File: config.mk
export PLATFORM = sky130hd
export DESIGN_NAME = mem_sequencer
export DESIGN_NICKNAME = d
export VERILOG_FILES = /design/src/rtl/mem_sequencer.sv
export SDC_FILE = /design/constraint.sdc
export NUM_CORES = 1
export LEC_CHECK = 0
export CORE_MARGIN = 4
export CORE_UTILIZATION = 59
export CTS_BUF_LIST = sky130_fd_sc_hd__clkbuf_2 sky130_fd_sc_hd__clkbuf_4 sky130_fd_sc_hd__clkbuf_8
export DETAILED_ROUTE_END_ITERATION = 10
export DONT_BUFFER_PORTS = 1
export GPL_TIMING_DRIVEN = 0
export PLACE_DENSITY_LB_ADDON = 0.08
export SLEW_MARGIN = 25
export SYNTH_ARGS = -nofsm -noshare
export SYNTH_HDL_FRONTEND = slang
export SYNTH_SLANG_ARGS = --single-unit
File: constraint.sdc
create_clock -name clk -period 5.5 [get_ports clk]
set_input_delay 0.825 -clock clk [delete_from_list [all_inputs] [get_ports clk]]
set_output_delay 0.825 -clock clk [all_outputs]
set_load 0.05 [all_outputs]
File: src/rtl/mem_sequencer.sv
// Multi-cycle fetch/data/commit sequencer that shares one single-port memory
// between instruction fetch and load/store, with a bus watchdog and retire counter.
module mem_sequencer #(
  parameter int              XLEN      = 32,
  parameter int              TIMEOUT   = 16,
  parameter logic [XLEN-1:0] NOP_INSTR = 32'h00000013
) (
  input  logic            clk,
  input  logic            reset,
  input  logic [XLEN-1:0] PC,
  output logic [XLEN-1:0] Instr,
  input  logic            MemRead,
  input  logic            MemWrite,
  input  logic [XLEN-1:0] Mem_WrAddr,
  input  logic [XLEN-1:0] Mem_WrData,
  output logic [XLEN-1:0] ReadData,
  output logic            step,
  output logic            mem_req,
  output logic            mem_we,
  output logic [XLEN-1:0] mem_addr,
  output logic [XLEN-1:0] mem_wdata,
  input  logic [XLEN-1:0] mem_rdata,
  input  logic            mem_ready,
  output logic            bus_error,
  output logic [31:0]     instret
);

  localparam int            WDW    = $clog2(TIMEOUT + 1);
  localparam logic [WDW-1:0] TO_CNT = WDW'(TIMEOUT);

  typedef enum logic [2:0] {FETCH, DECODE, DATA, COMMIT, HALT} state_t;

  state_t          state_q, state_d;
  logic [XLEN-1:0] instr_q, instr_d;
  logic [XLEN-1:0] rdata_q, rdata_d;
  logic [XLEN-1:0] addr_q, addr_d;
  logic [XLEN-1:0] wdata_q, wdata_d;
  logic            is_store_q, is_store_d;
  logic            is_load_q, is_load_d;
  logic [WDW-1:0]  wdog_q, wdog_d;
  logic [WDW-1:0]  wdog_inc;
  logic            bus_err_q, bus_err_d;
  logic [31:0]     instret_q, instret_d;
  logic            req_c, we_c, step_c;
  logic [XLEN-1:0] addr_c;

  assign wdog_inc = wdog_q + 1'b1;

  always_comb begin
    state_d    = state_q;
    instr_d    = instr_q;
    rdata_d    = rdata_q;
    addr_d     = addr_q;
    wdata_d    = wdata_q;
    is_store_d = is_store_q;
    is_load_d  = is_load_q;
    wdog_d     = wdog_q;
    bus_err_d  = bus_err_q;
    instret_d  = instret_q;
    req_c      = 1'b0;
    we_c       = 1'b0;
    step_c     = 1'b0;
    addr_c     = addr_q;
    case (state_q)
      FETCH: begin
        req_c  = 1'b1;
        addr_c = PC;
        if (mem_ready) begin
          instr_d = mem_rdata;
          state_d = DECODE;
        end
      end
      DECODE: begin
        // Address and data are captured here so the bus stays stable during waits.
        is_store_d = MemWrite;
        is_load_d  = MemRead & ~MemWrite;
        addr_d     = Mem_WrAddr;
        wdata_d    = Mem_WrData;
        wdog_d     = '0;
        state_d    = (MemRead | MemWrite) ? DATA : COMMIT;
      end
      DATA: begin
        req_c = 1'b1;
        we_c  = is_store_q;
        if (mem_ready) begin
          if (is_load_q) rdata_d = mem_rdata;
          state_d = COMMIT;
        end
      end
      COMMIT: begin
        step_c    = 1'b1;
        instret_d = instret_q + 32'd1;
        wdog_d    = '0;
        state_d   = FETCH;
      end
      HALT: begin
        state_d = HALT;
      end
      default: begin
        state_d = FETCH;
      end
    endcase
    if (req_c && !mem_ready) begin
      wdog_d = wdog_inc;
      if (wdog_inc == TO_CNT) begin
        bus_err_d = 1'b1;
        state_d   = HALT;
      end
    end
  end

  always_ff @(posedge clk or posedge reset) begin
    if (reset) begin
      state_q    <= FETCH;
      instr_q    <= NOP_INSTR;
      rdata_q    <= '0;
      addr_q     <= '0;
      wdata_q    <= '0;
      is_store_q <= 1'b0;
      is_load_q  <= 1'b0;
      wdog_q     <= '0;
      bus_err_q  <= 1'b0;
      instret_q  <= '0;
    end else begin
      state_q    <= state_d;
      instr_q    <= instr_d;
      rdata_q    <= rdata_d;
      addr_q     <= addr_d;
      wdata_q    <= wdata_d;
      is_store_q <= is_store_d;
      is_load_q  <= is_load_d;
      wdog_q     <= wdog_d;
      bus_err_q  <= bus_err_d;
      instret_q  <= instret_d;
    end
  end

  // Request is withdrawn combinationally while reset is held.
  assign mem_req   = req_c & ~reset;
  assign mem_we    = we_c & ~reset;
  assign mem_addr  = addr_c;
  assign mem_wdata = wdata_q;
  assign step      = step_c;
  assign Instr     = instr_q;
  assign ReadData  = rdata_q;
  assign bus_error = bus_err_q;
  assign instret   = instret_q;

endmodule

After elaboration in Yosys (flattened, before gate mapping)
Index checks and enable logic that the tools add are counted.
Word-level totals
  flip-flop bits (word level): 171
  output and inout port bits: 164
  word-level logic and storage cells: 44
Operators by class
  reductions and logical operators: 9
  bitwise gates (word level): 6
  eq/ne operators: 5
  muxes and demuxes: 12
  add/subtract/negate cells: 2
Operators with widths (count)
  adder 32 x 1 -> 32 bit (second input constant): 1
  2-to-1 mux 32 bit: 1
  2-to-1 mux 3 bit: 4
  one-hot mux 3 bit (4 select lines): 1
  2-to-1 mux 5 bit: 2
  == test 3 x 2 -> 1 bit (second input constant): 2
  adder 5 x 1 -> 5 bit (second input constant): 1
  == test 5 bit (second input constant): 1
  2-to-1 mux 1 bit: 4
  AND reduction 2 bit: 2
  OR reduction 2 bit: 2
  AND 1 bit: 3
  == test 3 x 1 -> 1 bit (second input constant): 1
  == test 3 bit (second input constant): 1
  zero test 3 bit: 1
  AND reduction 3 bit: 1
  NOT 1 bit: 2
  nonzero test 2 bit: 1
  logical AND 1 bit: 1
  zero test 1 bit: 1
  bitwise OR 1 bit: 1

Depth between registers and ports, before layout
Gate-level depths: netlist of run 1.
  word-level depth: 5
  gate-level depth with buffers: 6
  mapped depth without buffers: 5

Least setup slack after synthesis of run 1
No wires, ideal clock.
  kind: input-to-output
  start: input port reset
  end: output port mem_we
  stages: 1
  setup slack: 2.207 ns
  arrival: 2.468 ns
  path through: nor4b_1
On the way
  longest elaborated chain between the ends: 2
RTL lines
  start, declared: RTL line 9  | input logic reset,
  NOT 1 bit: RTL line 140  | assign mem_we = we_c & ~reset;
  AND 1 bit: RTL line 140
  end, declared: RTL line 19  | output logic mem_we,
No other way between the ends.

Final worst setup path of run 1
  start: register state_q[2]
  end: output port mem_addr[4]
On the way
  longest elaborated chain between the ends: 2
RTL lines
  start, declared: RTL line 33  | state_t state_q, state_d;
  start signal, assigned: RTL line 125  | state_q <= state_d;
  zero test 3 bit: RTL line 64  | case (state_q)
  2-to-1 mux 32 bit: RTL line 64
  end, declared: RTL line 20  | output logic [XLEN-1:0] mem_addr,
No other way between the ends.

==> impl_metrics.tcl, run 1 <==
set metrics [dict create \
    status "completed" \
    worstPathArrival_ns 2.34 \
    worstSetupPathType "flip-flop to output pin" \
    dr_total_vias 4099 \
    r2r_setup_slack_ns 3.46 \
    clock.fmax_mhz 316 \
    cp_max_fo 10 \
    multi_input_area_um2 2920 \
    ys_types 47 \
    drt-pass1-iter-count 4 \
    cp-end-kind "output pin" \
    ys_ff_latch 171 \
    path_clk_slew_ns 0.08 \
    top_layer "met4" \
    synthMuxAreaShare 0.259 \
    syn_area_um2 7380 \
    dpl.hpwl_um 12200 \
    start_kind "flip-flop" \
    cts_buffers 17 \
    grt-ovfl-total 0 \
    synth_top_family_by_area "multiplexers" \
    met3_length_um 1740 \
    synth_compound_area_frac 0.0120 \
    cap_violations 0 \
    synth.area.top_cells "dfrtp_1 57%, mux2_2 21%, mux2_4 4.1%" \
    die_w_um 120 \
    final_cell_mix "168 x dfrtp_1, 137 x mux2_2, 22 x xor2_1, 22 x clkbuf_8, 20 x mux2_4" \
    drtIter0Drc 201 \
    die_area_um2 14400 \
    core_um2 12100 \
    post-route-min-period_ns 3.16 \
    wire_per_inst_um 22.8 \
    clock_latency_ns 0.45 \
    grt_pass1_vias 4477 \
    yosys.area.top_type "dfrtp_1" \
    diodes 0 \
    die_h_um 120 \
    synth_fa_ha_area_frac 0.00339 \
    cts_tree "yes" \
    grt_start_max_net_pins 90 \
    grt_first_pass_wirelength_um 24800 \
    hold_path.class "input pin to asynchronous set/reset pin" \
    place_congestion 0.812 \
    clk_path_buf_depth 2 \
    wl_met1_um 5690 \
    worst_pin_slew_ns 0.997 \
    yosys.area_share.xor_xnor 0.0380 \
    ys_warn_count 0 \
    drc 0 \
    final_common_cell "dfrtp_1" \
    cts-root-buf "clkbuf_8" \
    routed_via_density 5.84 \
    area_delta_synth_final_pct 8.75 \
    ys_seq_area_frac 0.580 \
    rsz0062_at_grt "no" \
    seqCellArea_um2 4280 \
    async_flop_share 1.00 \
    synth_top_area_share 0.570 \
    fillerInstances 908 \
    ctsHoldBuffers 0 \
    htreeDepth 4 \
    cts-resized-gates 0 \
    dp_cells 671 \
    drive_gt1_frac 0.429 \
    grtUsageTotal 0.225 \
    report.final.slew_viol_count 0 \
    portBuffers 0 \
    yosys.area_share.simple 0.0833 \
    whs_ns 0.291 \
    cts_setup_buffers 0 \
    final_cells 702 \
    fp-row-count 40 \
    ant_nets 0 \
    required_ns 4.68 \
    synth_fp_nets 636 \
    max_slew_margin 0.333 \
    reg2reg_depth 4 \
    clock_skew_ns 0.0115 \
    initial_utilization 0.609 \
    fin_crit_sh 0.575 \
    fin_setup_tns_ns 0 \
    finalHoldViolCount 0 \
    setup_viol 0 \
    synthCells 501 \
    num-nets-final 657 \
    syn_area_per_cell_um2 14.7 \
    synth_ff_type "dfrtp_1" \
    synth_edf_count 0 \
    wl_um 16000 \
    grt_antenna_before_repair 0 \
    routed-wl-met2_um 8370 \
    io_pins 297 \
    cts_sinks 171 \
]
[critical path: stages, from the launching register on]
cell     delay, ns
dfrtp_1       0.46
or2_1         0.34
nor2_2        0.29
buf_4         0.25
mux2_1        0.55
[stage by stage]
step | setup slack, ns | util | cell area [um^2]
2_1_floorplan | 0.0482 | - | 7380
3_3_place_gp | -1.49 | 0.627 | 7590
3_5_place_dp | 2.80 | 0.631 | 7640
4_1_cts | 2.27 | 0.663 | 8020
5_1_grt | 2.21 | 0.663 | 8020
6_report | 2.34 | 0.663 | 8020
[registers in the layout (all words and copies together), names as in the netlist]
| name | cells |
|---|---|
| ReadData | 32 |
| instret | 32 |
| bus_error | 1 |
| is_load_q | 1 |
| Instr | 32 |
| addr_q | 32 |
| is_store_q | 1 |
| state_q | 3 |
| mem_wdata | 32 |
| wdog_q | 5 |
[area by class of cell]
type,instances,area share
Timing Repair Buffer,2,0.00437
Buffer,22,0.0198
Inverter,5,0.00327
Clock buffer,25,0.0405
Tap cell,168,0.0262
Multi-Input combinational cell,303,0.364
Clock inverter,6,0.00764
Sequential cell,171,0.534
[routing by layer]
metal | GRT usage | vias to the layer above
met5 | 0 | -
met4 | 0.0651 | 0
met3 | 0.111 | 17
met2 | 0.379 | 174
met1 | 0.253 | 2085
li1 | - | 1823
[cells in the mapped netlist, types with 2 or more instances]
cell	n
nand2b_1	4
nor2_1	9
nand4b_1	2
nor3_1	11
o21ai_0	9
inv_1	4
buf_2	4
nor4_2	4
dfstp_2	3
buf_4	13
mux2_4	20
mux2_2	137
xnor2_1	10
nand4_4	2
and2_1	2
buf_6	3
nand3_1	8
nand4_1	7
and4_1	4
and3b_1	2
nand3b_1	3
dfrtp_1	168
nand2_1	17
clkbuf_1	2
ha_1	2
and3_1	5
xor2_1	22
mux2_1	5
[path summary, 6_finish.rpt]
check | startpoint | end
max in group asynchronous | reset | Instr[1]
min in group clk | addr_q[14] | addr_q[14]
min reg2reg | addr_q[14] | addr_q[14]
max | state_q[2] | mem_addr[4]
max reg2reg | instret[3] | instret[18]
min | reset | is_store_q
[logic make-up (layout without fill, tap and decap cells)]
| family | count (synthesis) | in the layout |
|---|---|---|
| muxes | 163 | 163 |
| adders and majority gates | 2 | 2 |
| DFF | 171 | 171 |
| and+or+nand+nor | 91 | 91 |
| xor gates and xnor gates | 32 | 32 |
| AOI/OAI and AO/OA | 15 | 15 |
| buffers and inverters | 27 | 60 |
Power of run 1 is not shown: default switching activity piles up to over one toggle a cycle in this logic, so the estimate is an artifact.
==> run 2: changes to the inputs <==
Settings changed: CORE_UTILIZATION 59 to 65.
Clock period 5.5 ns to 3.2 ns, I/O delays scaled along.
==> impl_metrics.tcl, run 2 (synthesis results as in run 1) <==
set metrics [dict create \
    status "completed" \
    max_slew_margin 0.351 \
    grt_start_max_net_pins 30 \
    cp_top_family "simple AND/OR/NAND/NOR gates" \
    cp_cell_sequence "or2_1 > nor2_2 > buf_4 > mux2_1" \
    cap_violations 0 \
    cts_sinks 171 \
    die_w_um 115 \
    hold_path.class "input pin to flip-flop" \
    finalHoldViolCount 0 \
    path_clk_slew_ns 0.09 \
    cts-resized-gates 0 \
    ant_nets 0 \
    cts_setup_buffers 0 \
    portBuffers 0 \
    cts_buffers 17 \
    wl_um 16100 \
    grtUsageTotal 0.248 \
    clk_path_buf_depth 2 \
    clock.fmax_mhz 351 \
    drive_gt1_frac 0.434 \
    dp_cells 648 \
    power.leakage_nw 3.58 \
    start_kind "flip-flop" \
    cp-end-kind "output pin" \
    final_common_cell "dfrtp_1" \
    power_mw 10.2 \
    power.density_nw_per_um2 1260 \
    crit_slowest_cell "mux2_1" \
    hold_end "Instr[23]" \
    final_cells 681 \
    place_congestion 0.801 \
    grt_pass1_vias 4492 \
    dp_slack_ns 0.844 \
    cp_max_fo 10 \
    worstHoldPathCells 1 \
    num-nets-final 663 \
    ctsHoldBuffers 1 \
    reg2reg_depth 5 \
    ir_worst_vdd_uv 878 \
    cts-root-buf "clkbuf_8" \
    worstSetupPathType "flip-flop to output pin" \
    final_area_um2 8100 \
    setup_viol 0 \
    max_stage_delay_ns 0.55 \
    grt-ovfl-total 0 \
    final_cell_mix "168 x dfrtp_1, 137 x mux2_2, 22 x xor2_1" \
    drtIter0Drc 210 \
    r2r_setup_slack_ns 1.20 \
    fin_crit_sh 0.890 \
    whs_ns 0.161 \
    postLayoutCoreUtil 0.738 \
    reg2reg_to "instret[13]" \
    required_ns 2.72 \
    diodes 0 \
    cts_tree "yes" \
    rsz0062_at_grt "no" \
    worstPathArrival_ns 2.37 \
    rr_startpoint "instret[3]" \
    fin_setup_tns_ns 0 \
    htreeDepth 4 \
    die_h_um 115 \
    dpl.hpwl_um 12600 \
    report.final.slew_viol_count 0 \
    area_delta_synth_final_pct 9.80 \
    io_pins 297 \
    fp-row-count 38 \
    worst_pin_slew_ns 0.969 \
    core_um2 11000 \
    initial_utilization 0.672 \
    dr_total_vias 4119 \
    clock_latency_ns 0.46 \
    hp-start "mem_rdata[23]" \
    die_area_um2 13100 \
    post-route-min-period_ns 2.85 \
    dpl_cell_area_um2 7710 \
    grt_first_pass_wirelength_um 24800 \
    drc 0 \
    clock_skew_ns 0.0142 \
    grt_antenna_before_repair 0 \
    wire_per_inst_um 23.7 \
    routed_via_density 6.05 \
    setup_ws_ns 0.353 \
    drt-pass1-iter-count 4 \
    critical_path_buf_inv_count 1 \
]
==> run 2: area by class of cell <==
class                           instances  area [um^2]
Buffer                                 22          159
Clock buffer                           22          284
Clock inverter                         10         93.8
Fill cell                             699         2880
Inverter                                5         22.5
Multi-Input combinational cell        303         2920
Sequential cell                       171         4280
Tap cell                              140          175
Timing Repair Buffer                    8          160
==> run 2: worst max-delay path by stage <==
stage	cells past startpoint	end	slack, ns	startpoint
after CTS	4	mem_addr[4]	0.32	state_q[2]
final	4	mem_addr[4]	0.35	state_q[2]
after global routing	4	mem_addr[4]	0.28	state_q[2]
after global placement	1	Instr[25]	-0.20	reset
after detailed placement	4	mem_addr[4]	0.84	state_q[2]
after floorplan	2	mem_we	0.38	state_q[0]
==> run 2: report_power, final <==
| group | internal (mW) | switching [mW] | total [mW] |
|---|---|---|---|
| Combinational | 1.22 | 1.57 | 2.79 |
| Clock | 0.681 | 0.746 | 1.43 |
| Sequential | 3.01 | 3.00 | 6.02 |
| Total | 4.91 | 5.32 | 10.2 |
==> run 2: layer usage <==
| metal | routed length [um] | part of all wire | global-route usage |
|---|---|---|---|
| met5 | 0 | 0 | 0 |
| met4 | 217 | 0.013 | 0.0697 |
| met3 | 1840 | 0.11 | 0.119 |
| met2 | 8600 | 0.53 | 0.424 |
| met1 | 5470 | 0.34 | 0.277 |
Power figures use the tool's default switching activity.
==> run 3: changes to the inputs <==
Settings changed: CORE_UTILIZATION 65 to 35.
==> impl_metrics.tcl, run 3 (synthesis results as in run 1) <==
set metrics [dict create \
    fin_crit_sh 0.887 \
    num-nets-final 664 \
    power.leakage_nw 3.62 \
    setup_ws_ns 0.362 \
    start_kind "flip-flop" \
    wire_per_inst_um 21.7 \
    cts_setup_buffers 0 \
    r2r_setup_slack_ns 1.14 \
    diodes 0 \
    hp-start "mem_rdata[16]" \
    ctsHoldBuffers 1 \
    path_clk_slew_ns 0.10 \
    cp-end-kind "output pin" \
    portBuffers 0 \
    routed_via_density 5.08 \
    grt_first_pass_wirelength_um 27400 \
    postLayoutCoreUtil 0.407 \
    drive_gt1_frac 0.435 \
    area_delta_synth_final_pct 13.1 \
    htreeDepth 4 \
    power.density_nw_per_um2 1250 \
    max_slew_margin 0.345 \
    drt-pass1-iter-count 4 \
    setup_viol 0 \
    fin_setup_tns_ns 0 \
    cp_cell_sequence "or2_1 > nor2_2 > buf_4 > mux2_1" \
    rsz0062_at_grt "no" \
    report.final.slew_viol_count 0 \
    whs_ns 0.157 \
    worstSetupPathType "flip-flop to output pin" \
    io_pins 297 \
    cts_tree "yes" \
    worst_pin_slew_ns 0.979 \
    cts-root-buf "clkbuf_8" \
    cp_max_fo 10 \
    worstPathArrival_ns 2.36 \
    crit_slowest_cell "mux2_1" \
    cts_buffers 17 \
    hold_path.class "input pin to flip-flop" \
    ir_worst_vdd_uv 547 \
    wl_um 17600 \
    final_common_cell "dfrtp_1" \
    grt_pass1_vias 4703 \
    initial_utilization 0.360 \
    max_stage_delay_ns 0.55 \
    grtUsageTotal 0.147 \
    die_h_um 153 \
    clock_latency_ns 0.45 \
    dr_total_vias 4129 \
    finalHoldViolCount 0 \
    power_mw 10.5 \
    required_ns 2.72 \
    grt_start_max_net_pins 33 \
    grt-ovfl-total 0 \
    core_um2 20500 \
    clock.fmax_mhz 352 \
    drc 0 \
    drtIter0Drc 182 \
    dpl.hpwl_um 13300 \
    post-route-min-period_ns 2.84 \
    die_area_um2 23500 \
    reg2reg_depth 4 \
    die_w_um 153 \
    cts-resized-gates 0 \
    status "completed" \
    place_congestion 0.731 \
    clk_path_buf_depth 2 \
    dp_slack_ns 0.765 \
    hold_end "ReadData[16]" \
    cap_violations 0 \
    worstHoldPathCells 1 \
    clock_skew_ns 0.0189 \
    final_cell_mix "168 x dfrtp_1, 137 x mux2_2, 22 x xor2_1" \
    reg2reg_to "instret[18]" \
    grt_antenna_before_repair 0 \
    ant_nets 0 \
    fp-row-count 52 \
    rr_startpoint "instret[3]" \
    cts_sinks 171 \
]
==> run 3: cell types whose count changed in the layout (fill, tap and decap cells not counted), sizes merged <==
cell,delta
inv,+6
clkbuf,-3
clkinvlp,-1
bufinv,+2
buf,+1
clkinv,-4
==> run 3: critical path, delay by kind of cell (launching register included) <==
kind | cells | cell delay [ns]
AND/OR/NAND/NOR | 2 | 0.65
multiplexers | 1 | 0.55
flip-flops | 1 | 0.47
buffers and inverters | 1 | 0.25
==> run 3: layout make-up <==
cell class,instances,area (um^2)
well taps,270,338
multi-input cells,303,2920
flip-flops and latches,171,4280
inverters,5,22.5
repair buffers,9,188
fillers,1928,12100
clock inverters,13,178
plain buffers,22,159
clock buffers,19,255
==> run 3: worst max-delay path by stage <==
| stage | startpoint | endpoint | slack [ns] | cells past startpoint |
|---|---|---|---|---|
| 6_report | state_q[2] | mem_addr[4] | 0.36 | 4 |
| 5_1_grt | state_q[2] | mem_addr[4] | 0.18 | 4 |
| 4_1_cts | state_q[2] | mem_addr[4] | 0.25 | 4 |
| 3_5_place_dp | state_q[2] | mem_addr[4] | 0.77 | 4 |
| 3_3_place_gp | reset | ReadData[17] | -0.37 | 1 |
| 2_1_floorplan | state_q[0] | mem_we | 0.38 | 2 |
==> run 3: per-layer routing <==
layer  GRT usage  wire length, um
met5           0                0
met4      0.0390              216
met3      0.0687             1770
met2       0.257             9070
met1       0.163             6550
==> run 3: per-stage QoR <==
| step | cells | area, um^2 |
|---|---|---|
| finish | 812 | 8350 |
| global placement | 771 | 7720 |
| floorplan | 501 | 7380 |
| CTS | 812 | 8350 |
| detailed placement | 779 | 7900 |
| global route | 812 | 8350 |
==> run 3: where the power goes <==
part	leakage, nW	internal (mW)	total (mW)	switching, mW
logic	1.31	1.22	2.79	1.56
clock network	0.214	0.823	1.67	0.843
registers	2.10	3.01	6.01	2.99
